### src/rtl/rx_pkg.sv
// Shared types and defaults for the oversampled serial receivers.
// RX_PARITY_EN (defined in the top build) enables the PARITY state.
package rx_pkg;

  typedef enum logic [2:0] {
    IDLE,
    START,
    DATA,
    PARITY,
    STOP
  } rx_state_e;

  localparam int   DATA_BITS_DEF  = 4;
  localparam int   OVERSAMPLE_DEF = 4;
  localparam logic STOP_BIT_LEVEL = 1'b1;

endpackage

### src/rtl/rx_sync.sv
// Two-flop synchroniser for an idle-high serial line; resets to 1 so
// a reset release never looks like a start-bit falling edge.
module rx_sync (
  input  logic clk,
  input  logic rstn,
  input  logic async_in,
  output logic sync_out
);

  logic meta_q, sync_q;

  always_ff @(posedge clk or negedge rstn) begin
    if (!rstn) begin
      meta_q <= 1'b1;
      sync_q <= 1'b1;
    end else begin
      meta_q <= async_in;
      sync_q <= meta_q;
    end
  end

  assign sync_out = sync_q;

endmodule

### src/rtl/rx_frame_ctrl.sv
// Receive frame controller: start detect, mid-bit sampling, stop check and
// a one-entry valid/ready output buffer. RX_PARITY_EN adds an even-parity bit.
//
// state  | meaning
// IDLE   | waiting for a falling edge on the synchronised line
// START  | half a bit, then confirm the start bit is still low
// DATA   | one sample per bit time, shifted in LSB first
// PARITY | even-parity bit sample (RX_PARITY_EN only)
// STOP   | one bit time, then check the stop level and hand off
module rx_frame_ctrl
  import rx_pkg::*;
#(
  parameter int DATA_BITS  = DATA_BITS_DEF,
  parameter int OVERSAMPLE = OVERSAMPLE_DEF
) (
  input  logic                 clk,
  input  logic                 rstn,
  input  logic                 enable,
  input  logic                 rx_in,
  output logic [DATA_BITS-1:0] rx_data,
  output logic                 rx_valid,
  input  logic                 rx_ready,
  output logic                 frame_err,
  output logic                 overrun,
`ifdef RX_PARITY_EN
  output logic                 parity_err,
`endif
  output logic                 busy
);

  localparam int CW = $clog2(OVERSAMPLE);
  localparam int BW = $clog2(DATA_BITS + 1);
  localparam logic [CW-1:0] HALF_TC  = CW'(OVERSAMPLE / 2 - 1);
  localparam logic [CW-1:0] FULL_TC  = CW'(OVERSAMPLE - 1);
  localparam logic [BW-1:0] LAST_BIT = BW'(DATA_BITS - 1);

  rx_state_e state_q, state_d;
  logic                 rxs, rxs_dly_q;
  logic [CW-1:0]        clk_cnt_q, clk_cnt_d;
  logic [BW-1:0]        bit_cnt_q, bit_cnt_d;
  logic [DATA_BITS-1:0] shift_q, shift_d;
  logic [DATA_BITS-1:0] rx_data_q, rx_data_d;
  logic                 rx_valid_q, rx_valid_d;
  logic                 frame_err_q, frame_err_d;
  logic                 overrun_q, overrun_d;
  logic                 tick, sample_data, stop_done, good;
`ifdef RX_PARITY_EN
  logic                 par_bad_q, par_bad_d;
  logic                 parity_err_q, parity_err_d;
`endif

  rx_sync u_sync (
    .clk      (clk),
    .rstn     (rstn),
    .async_in (rx_in),
    .sync_out (rxs)
  );

  always_ff @(posedge clk or negedge rstn) begin
    if (!rstn) state_q <= IDLE;
    else       state_q <= state_d;
  end

  always_comb begin
    state_d = state_q;
    if (!enable) begin
      state_d = IDLE;
    end else begin
      case (state_q)
        IDLE:   if (rxs_dly_q && !rxs) state_d = START;
        START:  if (tick) state_d = rxs ? IDLE : DATA;
`ifdef RX_PARITY_EN
        DATA:   if (sample_data && bit_cnt_q == LAST_BIT) state_d = PARITY;
`else
        DATA:   if (sample_data && bit_cnt_q == LAST_BIT) state_d = STOP;
`endif
        PARITY: if (tick) state_d = STOP;
        STOP:   if (tick) state_d = IDLE;
        default: state_d = IDLE;
      endcase
    end
  end

  // START samples at half a bit; every other state samples after a full bit.
  always_comb begin
    tick        = (state_q == START) ? (clk_cnt_q == HALF_TC) : (clk_cnt_q == FULL_TC);
    sample_data = (state_q == DATA) && tick;
    stop_done   = enable && (state_q == STOP) && tick;
    busy        = (state_q != IDLE);
  end

  always_comb begin
    clk_cnt_d = clk_cnt_q;
    bit_cnt_d = bit_cnt_q;
    shift_d   = shift_q;
    if (state_d != state_q || state_q == IDLE) begin
      clk_cnt_d = '0;
      bit_cnt_d = '0;
    end else begin
      clk_cnt_d = tick ? '0 : clk_cnt_q + CW'(1);
      if (sample_data) bit_cnt_d = bit_cnt_q + BW'(1);
    end
    if (sample_data) shift_d = (shift_q >> 1) | (DATA_BITS'(rxs) << (DATA_BITS - 1));
  end

  // A new frame may only land in the buffer when it is empty or draining this cycle.
  always_comb begin
`ifdef RX_PARITY_EN
    par_bad_d = par_bad_q;
    if (state_q == PARITY && tick) par_bad_d = (^shift_q) ^ rxs;
    parity_err_d = stop_done && (rxs == STOP_BIT_LEVEL) && par_bad_q;
    good         = stop_done && (rxs == STOP_BIT_LEVEL) && !par_bad_q;
`else
    good         = stop_done && (rxs == STOP_BIT_LEVEL);
`endif
    frame_err_d = stop_done && (rxs != STOP_BIT_LEVEL);
    overrun_d   = good && rx_valid_q && !rx_ready;
    rx_data_d   = rx_data_q;
    rx_valid_d  = rx_valid_q;
    if (rx_valid_q && rx_ready) rx_valid_d = 1'b0;
    if (good && !(rx_valid_q && !rx_ready)) begin
      rx_data_d  = shift_q;
      rx_valid_d = 1'b1;
    end
  end

  always_ff @(posedge clk or negedge rstn) begin
    if (!rstn) begin
      rxs_dly_q   <= 1'b1;
      clk_cnt_q   <= '0;
      bit_cnt_q   <= '0;
      shift_q     <= '0;
      rx_data_q   <= '0;
      rx_valid_q  <= 1'b0;
      frame_err_q <= 1'b0;
      overrun_q   <= 1'b0;
`ifdef RX_PARITY_EN
      par_bad_q    <= 1'b0;
      parity_err_q <= 1'b0;
`endif
    end else begin
      rxs_dly_q   <= rxs;
      clk_cnt_q   <= clk_cnt_d;
      bit_cnt_q   <= bit_cnt_d;
      shift_q     <= shift_d;
      rx_data_q   <= rx_data_d;
      rx_valid_q  <= rx_valid_d;
      frame_err_q <= frame_err_d;
      overrun_q   <= overrun_d;
`ifdef RX_PARITY_EN
      par_bad_q    <= par_bad_d;
      parity_err_q <= parity_err_d;
`endif
    end
  end

  assign rx_data   = rx_data_q;
  assign rx_valid  = rx_valid_q;
  assign frame_err = frame_err_q;
  assign overrun   = overrun_q;
`ifdef RX_PARITY_EN
  assign parity_err = parity_err_q;
`endif

endmodule

### config.mk
export PLATFORM = sky130hd
export DESIGN_NAME = rx_frame_ctrl
export DESIGN_NICKNAME = d
export VERILOG_FILES = /design/src/rtl/rx_pkg.sv /design/src/rtl/rx_sync.sv /design/src/rtl/rx_frame_ctrl.sv
export SDC_FILE = /design/constraint.sdc
export NUM_CORES = 1
export LEC_CHECK = 0
export ABC_AREA = 1
export BUFFER_PORTS_ARGS = -buffer_cell sky130_fd_sc_hd__buf_4
export CAP_MARGIN = 15
export CORE_ASPECT_RATIO = 1.2
export CORE_MARGIN = 10
export CORE_UTILIZATION = 25
export DETAILED_ROUTE_END_ITERATION = 10
export RECOVER_POWER = 100
export SLEW_MARGIN = 20
export SYNTH_ARGS = -nofsm -noshare
export SYNTH_HDL_FRONTEND = slang
export SYNTH_HIERARCHICAL = 1
export SYNTH_SLANG_ARGS = --single-unit
### constraint.sdc
create_clock -name clk -period 1.8 [get_ports clk]
set_input_delay 0.27 -clock clk [delete_from_list [all_inputs] [get_ports clk]]
set_output_delay 0.27 -clock clk [all_outputs]
set_load 0.05 [all_outputs]
==> results.md, run 1 <==
* Lkg Pwr at 0.613 nW
* # nets final at 146
* Most Frequent Cell on Critical Path: nand2_1
* Cells taking the most area after synthesis: dfrtp_1 44%, nand2_1 9.4%, dfstp_2 7.3%
* TritonCTS clock tree: done
* Total Routed Length at 2110 um
* Antenna Nets Post-Route at 0
* Comb pwr share at 0.066
* Vias after detailed routing at 820
* CP startpoint kind: flip-flop
* Sequential Area at 558 sq um
* Net Count, Synth at 129
* Post-synthesis cell type count at 23
* Flop2flop setup slack at 0.15 ns
* Max cap viols at 0
* Switching Share at 0.212
* Worst Hold End: u_sync/meta_q
* Critical Path AT at 1.80 ns
* Clock skew at 0.00400 ns
* Power Dens Cells at 792 mW/mm^2
* RR Endpoint: rx_data[2]
* Antenna violations before repair at 0
* Critical path cell sequence: inv_2 -> nand2_1 -> nor2_1 -> inv_1 -> nor4_2 -> nand2_2 -> nand2_1 -> o21ai_1
* CP peak stage delay at 0.45 ns
* Fmax achieved at 607 MHz
* Element type at the critical path end: flip-flop
* Largest net degree at the start of global routing at 23
* Area grow syn2layout at 22.3%
* Total global-route track usage at 0.0621
* Slowest CP cell: dfrtp_2
* HP Start: rx_in
* Fin cells at 194
* Vias in the first global route at 866
* Part of the Yosys area used for sequential elements at 0.515
* Port bufs at 12
* GR Overflow Total at 0
* Ports at 13
* Initial core utilization at 0.255
* Net switching power figure at 0.000221 W
* Critical path class: flip-flop to flip-flop
* Most numerous cell in the Yosys netlist: nand2_1
* Synth Area per Inst at 8.83 sq um
* DR iter-0 viols at 67
* Max VDD drop at 0.386 mV
* DP HPWL at 1590 um
* H-Tree Level Count at 1
* Fraction of registers with async set or reset after synthesis at 1.00
* Synth top area share at 0.441
* Vias per inst at 4.23
* Final setup TNS at 0 ns
* Cell taking the most area after synthesis: dfrtp_1
* Worst Path Required at 1.96 ns
* Root buffer cell: clkbuf_8
* Routability congestion estimate at 0.805
* First-pass GRT wire length at 3770 um
* Filler cell count at 480
* Most used flip-flop cell after synthesis: dfrtp_1
* Largest fanout on the critical path at 7
* Hold Vio Cnt, Final at 0
* Fin crit period at 1.65 ns
* Slew @ Worst Pin at 0.606 ns
* Sequential Power Share at 0.493
* CP delay by family, top: simple AND/OR/NAND/NOR gates
* Overall power at 0.00104 W
* Num CTS Buffers at 3
* Antenna cells at 0
* Worst-skew pair later-pin latency at 0.27 ns
* Reg2Reg Depth at 8
* Die area at 0.00735 sq mm
* Worst reg2reg startpoint: state_q[1]
* Number of synthesized flops with an enable pin at 0
* Cells after Synth at 122
* Clock buffer depth at 2
* Routed len/inst at 10.9 um
* Clk network pwr share at 0.441
* Status: finished clean
* Synthesized flop and latch total at 22
* Worst path bufs/invs at 2
* Slew HR at 0.597
* Power Internal at 0.000823 W
* Multi-input logic area at 447 sq um
* Final Max Slew Viols at 0
* Proportion of layout cells with a drive suffix above 1 at 0.246
* Drt pass-1 iters at 4
* Worst-path clk slew at 0.08 ns
* DR DRC count at 0
* Synth warnings at 6
* Die Y at 91.9 um
* Top cells by count, synth: 27 x nand2_1, 21 x inv_1, 19 x dfrtp_1, 7 x nand3_1, 7 x o21ai_1
* Worst hold stages at 1
* Rows at 26
* Syn Std Cell Area at 0.00108 sq mm
* Tcrit/Tclk final at 0.915
* Dpl cells at 189
* Chip width at 79.9 um
* Final setup viols at 0
* Setup Buffers After CTS at 0
* Number of clock sinks at 22
* HP Class: primary input to flip-flop
* Core area at 0.00423 sq mm
## cell usage in the layout (no fill, tap or decap), types with 3 or more instances in the layout
cell type	n
nand2_1	26
inv_1	21
dfrtp_1	16
o21ai_1	8
nand3_1	7
clkbuf_1	7
inv_2	4
nand4_1	4
nor3_2	4
buf_4	4
clkbuf_8	3
dfrtp_2	3
## timing repair
action,CTS,global route
endpoints found under the hold margin,19,0
resized for setup,0,12
endpoints found under the setup margin,0,6
hold buffers,1,0
## how the worst max path moves through the flow
| stage | startpoint | end | slack (ns) | cells after the start |
|---|---|---|---|---|
| floorplan | state_q[1] | rx_data[1] | 0.35 | 8 |
| global placement | state_q[1] | rx_data[2] | 0.14 | 8 |
| detailed placement | state_q[1] | rx_data[2] | 0.13 | 8 |
| CTS | state_q[1] | rx_data[2] | 0.12 | 8 |
| global route | state_q[1] | clk_cnt_q[0] | -0.01 | 9 |
| finish | state_q[1] | rx_data[2] | 0.15 | 8 |
## registers in the layout (all words and copies together) (netlist names)
signal	flops
bit_cnt_q	3
clk_cnt_q	2
frame_err	1
overrun	1
rx_data	4
rx_valid	1
rxs_dly_q	1
shift_q	4
state_q	3
u_sync/meta_q	1
u_sync/sync_out	1
## cell type report
| type | count | share of cell area |
|---|---|---|
| clock buffer | 3 | 0.0313 |
| clock inverter | 1 | 0.0228 |
| inverter | 26 | 0.0741 |
| multi-input combinational | 73 | 0.339 |
| sequential | 22 | 0.424 |
| tap | 56 | 0.0532 |
| timing repair buffer | 13 | 0.0560 |
## routing by layer
layer	wire length [um]	part of all wire	up-vias	GRT usage
li1	-	-	422	-
met1	906	0.43	386	0.0673
met2	1120	0.53	7	0.112
met3	34	0.016	5	0.00977
met4	49	0.023	0	0.0309
met5	0	0	-	0
## logic make-up (layout without fill, tap and decap cells)
kind of cell    after synthesis  count (layout)  synth area share
compound gates               15              15            0.0790
xor+xnor                      1               1           0.00813
fa+ha+maj                     2               2            0.0232
buf+inv                      27              43            0.0976
flops                        22              22             0.515
simple gates                 55              55             0.278
## stage by stage
stage,setup slack [ns],instance area (sq um),hold WS [ns],utilization
floorplan,0.349,1080,-0.0256,-
global placement,0.140,1230,0.173,0.291
detailed placement,0.128,1230,0.175,0.291
CTS,0.122,1310,0.105,0.310
global route,-0.0142,1320,0.113,0.312
finish,0.153,1320,0.110,0.312
## power by group through the flow
stage / Combinational, W / Sequential [W] / Clock (W)
2_1_floorplan: 0.0000262 / 0.000535 / 0
3_3_place_gp: 0.0000688 / 0.000524 / 0
3_5_place_dp: 0.0000692 / 0.000524 / 0
4_1_cts: 0.0000710 / 0.000514 / 0.000472
5_1_grt: 0.0000786 / 0.000517 / 0.000490
6_report: 0.0000692 / 0.000514 / 0.000460
Note: power is estimated with default switching activity, not from simulation.
==> inputs of run 2 (changes only) <==
==> constraint.sdc (replaced) <==
create_clock -name clk -period 1.8 [get_ports clk]
set_input_delay 0 -clock clk [delete_from_list [all_inputs] [get_ports clk]]
set_output_delay 0 -clock clk [all_outputs]
set_load 0.05 [all_outputs]
==> results.md, run 2 (synthesis gave the netlist of run 1 again) <==
* First-pass GRT wire length at 3780 um (was 3770 um)
* Total Routed Length at 2120 um (was 2110 um)
* Most frequent cells in the layout: 26 x nand2_1, 21 x inv_1, 16 x dfrtp_1, 8 x o21ai_1, 8 x clkbuf_1 (was 26 x nand2_1, 21 x inv_1, 16 x dfrtp_1, 8 x o21ai_1)
* Largest net degree at the start of global routing at 23 (unchanged)
* Die Y at 91.9 um (unchanged)
* Num CTS Buffers at 3 (unchanged)
* Slew HR at 0.224 (was 0.597)
* Max VDD drop at 0.384 mV (was 0.386 mV)
* Largest fanout on the critical path at 7 (unchanged)
* Antenna Nets Post-Route at 0 (unchanged)
* Port bufs at 12 (unchanged)
* Initial core utilization at 0.255 (unchanged)
* Flop2flop setup slack at 0.15 ns (about the same)
* Reg2Reg Depth at 8 (unchanged)
* TritonCTS clock tree: done (unchanged)
* Proportion of layout cells with a drive suffix above 1 at 0.236 (was 0.246)
* Filler cell count at 478 (was 480)
* Worst Hold End: overrun (was u_sync/meta_q)
* Tcrit/Tclk final at 0.916 (was 0.915)
* Setup WS post-layout at 0.152 ns (was 0.153 ns)
* Element type at the critical path end: flip-flop (unchanged)
* DR iter-0 viols at 83 (was 67)
* CP startpoint kind: flip-flop (unchanged)
* Ports at 13 (unchanged)
* DR DRC count at 0 (unchanged)
* Worst-path clk slew at 0.08 ns (about the same)
* Final setup viols at 0 (unchanged)
* Clock buffer depth at 2 (unchanged)
* Final Instance Area at 0.00133 sq mm (was 0.00132 sq mm)
* Rows at 26 (unchanged)
* Core area at 0.00423 sq mm (unchanged)
* Multi-input logic area at 447 sq um (unchanged)
* Worst slack, placed at 0.128 ns (unchanged)
* RR Endpoint: rx_data[2] (unchanged)
* Max cap viols at 0 (unchanged)
* Critical Path AT at 1.80 ns (about the same)
* H-Tree Level Count at 1 (unchanged)
* Chip width at 79.9 um (unchanged)
* Fmax achieved at 607 MHz (about the same)
* Routability congestion estimate at 0.805 (unchanged)
* DP HPWL at 1590 um (unchanged)
* Total global-route track usage at 0.0623 (was 0.0621)
* Root buffer cell: clkbuf_8 (unchanged)
* # nets final at 148 (was 146)
* Worst Path Required at 1.96 ns (about the same)
* Final setup TNS at 0 ns (unchanged)
* Area grow syn2layout at 23.8% (was 22.3%)
* Placed cell area at 0.00123 sq mm (unchanged)
* Fin crit period at 1.65 ns (about the same)
* GR Overflow Total at 0 (unchanged)
* Final Max Slew Viols at 0 (unchanged)
* Hold WS at 0.0435 ns (was 0.110 ns)
* Critical path class: flip-flop to flip-flop (unchanged)
* Worst hold stages at 4 (was 1)
* Die area at 0.00735 sq mm (unchanged)
* Power Dens Cells at 783 mW/mm^2 (was 792 mW/mm^2)
* Sequential Area at 558 sq um (unchanged)
* Antenna violations before repair at 0 (unchanged)
* Vias in the first global route at 869 (was 866)
* HP Class: primary input to flip-flop (unchanged)
* Number of clock sinks at 22 (unchanged)
* Vias after detailed routing at 822 (was 820)
* Lkg Pwr at 0.617 nW (was 0.613 nW)
* Worst reg2reg startpoint: state_q[1] (unchanged)
* Hold Vio Cnt, Final at 0 (unchanged)
* Antenna cells at 0 (unchanged)
* Commonest non-fill, non-tap cell in the layout: nand2_1 (unchanged)
* Status: finished clean (unchanged)
* Clock skew at 0.00319 ns (was 0.00400 ns)
* Routed len/inst at 10.8 um (was 10.9 um)
* Slew @ Worst Pin at 1.16 ns (was 0.606 ns)
* Crit path from: state_q[1] (unchanged)
* Worst-skew pair later-pin latency at 0.26 ns (was 0.27 ns)
* HP Start: rx_ready (was rx_in)
* Vias per inst at 4.19 (was 4.23)
* Drt pass-1 iters at 4 (unchanged)
==> run 2: per-layer routing <==
layer  GRT usage  vias up  wire length [um]
li1            -      425                 -
met1      0.0673      385               903
met2       0.112        7              1120
met3      0.0107        5                46
met4      0.0309        0                49
met5           0        -                 0
==> run 2: worst max-delay path by stage <==
stage                   endpoint  slack, ns  depth (start not counted)
global route        clk_cnt_q[0]      -0.01                          9
detailed placement    rx_data[2]       0.13                          8
floorplan             rx_data[1]       0.35                          8
global placement      rx_data[2]       0.14                          8
finish                rx_data[2]       0.15                          8
CTS                   rx_data[2]       0.12                          8
==> run 2: what timing repair did <==
item / CTS / global route
setup buffers: 0 / 0
hold buffers: 3 / 0
resized for setup: 0 / 12
endpoints found under the hold margin: 25 / 0
endpoints found under the setup margin: 0 / 6
==> run 2: power breakdown <==
group           total, W  switching (W)  internal (W)
logic          0.0000716      0.0000500     0.0000216
clock network   0.000459       0.000162      0.000297
registers       0.000514     0.00000889      0.000506
==> run 2: worst max-delay path, cell delays in order (launching register included) <==
cell	delay, ns
dfrtp_2	0.45
inv_2	0.12
nand2_1	0.09
nor2_1	0.14
inv_1	0.09
nor4_2	0.33
nand2_2	0.17
nand2_1	0.09
o21ai_1	0.06
==> run 2: final cells by class <==
class                      instances  share of cell area
sequential                        22               0.418
multi-input combinational         73               0.335
inverter                          26              0.0732
timing repair buffer              15              0.0675
tap                               56              0.0525
clock buffer                       3              0.0310
clock inverter                     1              0.0225
==> run 2: through the flow <==
| stage | util | power (W) | instances |
|---|---|---|---|
| 2_1_floorplan | - | 0.000561 | 122 |
| 3_3_place_gp | 0.291 | 0.000593 | 189 |
| 3_5_place_dp | 0.291 | 0.000593 | 189 |
| 4_1_cts | 0.315 | 0.00106 | 196 |
| 5_1_grt | 0.315 | 0.00109 | 196 |
| 6_report | 0.315 | 0.00104 | 196 |
==> inputs of run 3 (changes only) <==
- SYNTH_HIERARCHICAL: 1 -> default
==> results.md, run 3 <==
* Area grow syn2layout at 21.0% (was 23.8%)
* Total Routed Length at 2220 um (was 2120 um)
* Lkg Pwr at 0.608 nW (was 0.617 nW)
* Largest net degree at the start of global routing at 23 (unchanged)
* Proportion of layout cells with a drive suffix above 1 at 0.199 (was 0.236)
* Most numerous cell in the Yosys netlist: nand2_1 (unchanged)
* Ports at 13 (unchanged)
* Status: finished clean (unchanged)
* Worst slack, placed at 0.116 ns (was 0.128 ns)
* Worst path bufs/invs at 1 (was 2)
* Critical path class: flip-flop to flip-flop (unchanged)
* Rows at 26 (unchanged)
* Synth warnings at 0 (was 6)
* Cells after Synth at 122 (unchanged)
* Synth top area share at 0.441 (about the same)
* Routability congestion estimate at 0.862 (was 0.805)
* Vias per inst at 4.15 (was 4.19)
* Element type at the critical path end: flip-flop (unchanged)
* Initial core utilization at 0.255 (about the same)
* Worst reg2reg startpoint: state_q[1] (unchanged)
* Cell taking the most area after synthesis: dfrtp_1 (unchanged)
* CP startpoint kind: flip-flop (unchanged)
* Crit path from: state_q[1] (unchanged)
* Most frequent cells in the layout: 26 x nand2_1, 23 x inv_1, 17 x dfrtp_1, 8 x o21ai_0, 8 x clkbuf_1 (was 26 x nand2_1, 21 x inv_1, 16 x dfrtp_1, 8 x o21ai_1, 8 x clkbuf_1)
* Fraction of registers with async set or reset after synthesis at 1.00 (unchanged)
* Largest fanout on the critical path at 5 (was 7)
* Largest family of logic cells by synthesized area: simple AND/OR/NAND/NOR gates (unchanged)
* Synth Area in Compound Gates at 0.0789 (was 0.0790)
* Net Count, Synth at 129 (unchanged)
* Clock buffer depth at 2 (unchanged)
* Most used flip-flop cell after synthesis: dfrtp_1 (unchanged)
* Fmax achieved at 603 MHz (was 607 MHz)
* Antenna violations before repair at 0 (unchanged)
* Post-synthesis cell type count at 23 (unchanged)
* Most Frequent Cell on Critical Path: nand2_1 (unchanged)
* Max VDD drop at 0.420 mV (was 0.384 mV)
* DR iter-0 viols at 29 (was 83)
* First-pass GRT wire length at 3880 um (was 3780 um)
* DP HPWL at 1680 um (was 1590 um)
* Critical path cell sequence: inv_4 -> nand3_1 -> a21oi_1 -> nand4_1 -> nand2_1 -> nand2_1 -> nand2_1 -> nand3_2 -> nor3_1 (was inv_2 -> nand2_1 -> nor2_1 -> inv_1 -> nor4_2 -> nand2_2 -> nand2_1 -> o21ai_1)
* Synthesized flop and latch total at 22 (unchanged)
* CP peak stage delay at 0.46 ns (was 0.45 ns)
* Slew @ Worst Pin at 1.16 ns (about the same)
* CP delay by family, top: simple AND/OR/NAND/NOR gates (unchanged)
* # nets final at 149 (was 148)
* Number of synthesized flops with an enable pin at 0 (unchanged)
* TritonCTS clock tree: done (unchanged)
* H-Tree Level Count at 1 (unchanged)
* Tcrit/Tclk final at 0.921 (was 0.916)
* GR Overflow Total at 0 (unchanged)
* Slew HR at 0.225 (was 0.224)
* HP Class: primary input to flip-flop (unchanged)
* Cells taking the most area after synthesis: dfrtp_1 44%, nand2_1 9.7%, inv_1 8.0% (was dfrtp_1 44%, nand2_1 9.4%, dfstp_2 7.3%)
* Die area at 0.00735 sq mm (about the same)
* Drt pass-1 iters at 4 (unchanged)
* Synth Area in XOR/XNOR at 0.0151 (was 0.00813)
* Antenna cells at 0 (unchanged)
* Hold Vio Cnt, Final at 0 (unchanged)
* Total global-route track usage at 0.0644 (was 0.0623)
* Commonest non-fill, non-tap cell in the layout: nand2_1 (unchanged)
* HP Start: enable (was rx_ready)
* Synth Area in Adders at 0.0232 (about the same)
* Synth Area per Inst at 8.84 sq um (was 8.83 sq um)
* Chip width at 80.0 um (was 79.9 um)
* Root buffer cell: clkbuf_8 (unchanged)
* Critical Path AT at 1.84 ns (was 1.80 ns)
* Antenna Nets Post-Route at 0 (unchanged)
* Worst-path clk slew at 0.08 ns (about the same)
* Worst-skew pair later-pin latency at 0.26 ns (about the same)
* Number of clock sinks at 22 (unchanged)
* DR DRC count at 0 (unchanged)
* Part of the Yosys area used for sequential elements at 0.514 (was 0.515)
* Max cap viols at 0 (unchanged)
* Core area at 0.00423 sq mm (unchanged)
* Port bufs at 12 (unchanged)
* Vias after detailed routing at 818 (was 822)
* Syn Std Cell Area at 0.00108 sq mm (about the same)
* Worst Path Required at 1.98 ns (was 1.96 ns)
* Layout Utilization at 0.309 (was 0.315)
* Vias in the first global route at 865 (was 869)
* Final setup viols at 0 (unchanged)
* Setup WS post-layout at 0.142 ns (was 0.152 ns)
* Final setup TNS at 0 ns (unchanged)
* Slowest CP cell: dfrtp_2 (unchanged)
* Num CTS Buffers at 3 (unchanged)
* Top cells by count, synth: 28 x nand2_1, 23 x inv_1, 19 x dfrtp_1, 8 x o21ai_0, 7 x nand3_1 (was 27 x nand2_1, 21 x inv_1, 19 x dfrtp_1, 7 x nand3_1, 7 x o21ai_1)
* Multiplexer area fraction after synthesis at 0 (unchanged)
* Fin crit period at 1.66 ns (was 1.65 ns)
* Post-Synth Simple-Gate Area at 0.268 (was 0.278)
* Routed len/inst at 11.2 um (was 10.8 um)
* Die Y at 92.0 um (was 91.9 um)
* Power Dens Cells at 710 mW/mm^2 (was 783 mW/mm^2)
* Clock skew at 0.00364 ns (was 0.00319 ns)
* Final Max Slew Viols at 0 (unchanged)
-- run 3: cell count changes in the layout (fill, tap and decap cells not counted), moves of 2 or more --
cell     delta
nor3_2      -3
buf_4       +2
nor3_1      +3
nand2_2     +2
a21oi_2     -2
inv_2       -2
o21ai_0     +8
inv_1       +2
a21oi_1     +2
o21ai_1     -8
nand2_4     -2
-- run 3: cell families after synthesis --
group	after synthesis
simple gates	55
compound gates	15
flops	22
buf+inv	27
xor+xnor	1
fa+ha+maj	2
-- run 3: routing by layer --
| metal | up-vias | GRT usage | part of all wire |
|---|---|---|---|
| met1 | 378 | 0.0770 | 0.43 |
| met5 | - | 0 | 0 |
| li1 | 428 | - | - |
| met4 | 0 | 0.0353 | 0.019 |
| met2 | 8 | 0.105 | 0.53 |
| met3 | 4 | 0.0117 | 0.014 |
-- run 3: per-stage QoR --
step                hold slack (ns)  power (W)  cell area, sq um  cells
floorplan                    -0.296   0.000560              1080    122
detailed placement          -0.0972   0.000595              1240    191
global placement            -0.0963   0.000595              1240    191
global route                 0.0309   0.000972              1310    197
finish                      0.00748   0.000927              1310    197
CTS                      0.00000813   0.000949              1320    197
-- run 3: report_power, final --
group / internal [W] / switching, W
logic: 0.0000199 / 0.0000493
registers: 0.000506 / 0.00000961
clock network: 0.000195 / 0.000148
-- run 3: final timing paths --
kind / to / depth (start not counted) / slack (ns)
max: clk_cnt_q[1] / 9 / 0.14
min: state_q[0] / 3 / 0.007
max reg2reg: clk_cnt_q[1] / 9 / 0.14
min reg2reg: u_sync.sync_out / 0 / 0.37
max in group asynchronous: state_q[2] / 2 / 0.53
min in group asynchronous: shift_q[3] / 2 / 0.50
-- run 3: what timing repair did --
| action | CTS | global route |
|---|---|---|
| setup buffers | 0 | 0 |
| setup endpoints to repair | 0 | 8 |
| hold buffers | 2 | 0 |
| gates resized for setup | 0 | 6 |
| endpoints found under the hold margin | 23 | 0 |
-- run 3: area by class of cell --
class	count	area, sq um
fill	479	2920
inverter	26	100
multi-input combinational	73	428
clock buffer	4	55.1
timing repair buffer	16	95.1
tap	56	70.1
sequential	22	557
-- run 3: worst min-delay path, cell delays in order --
cell	delay, ns
buf_4	0.12
nand2_1	0.07
inv_1	0.05
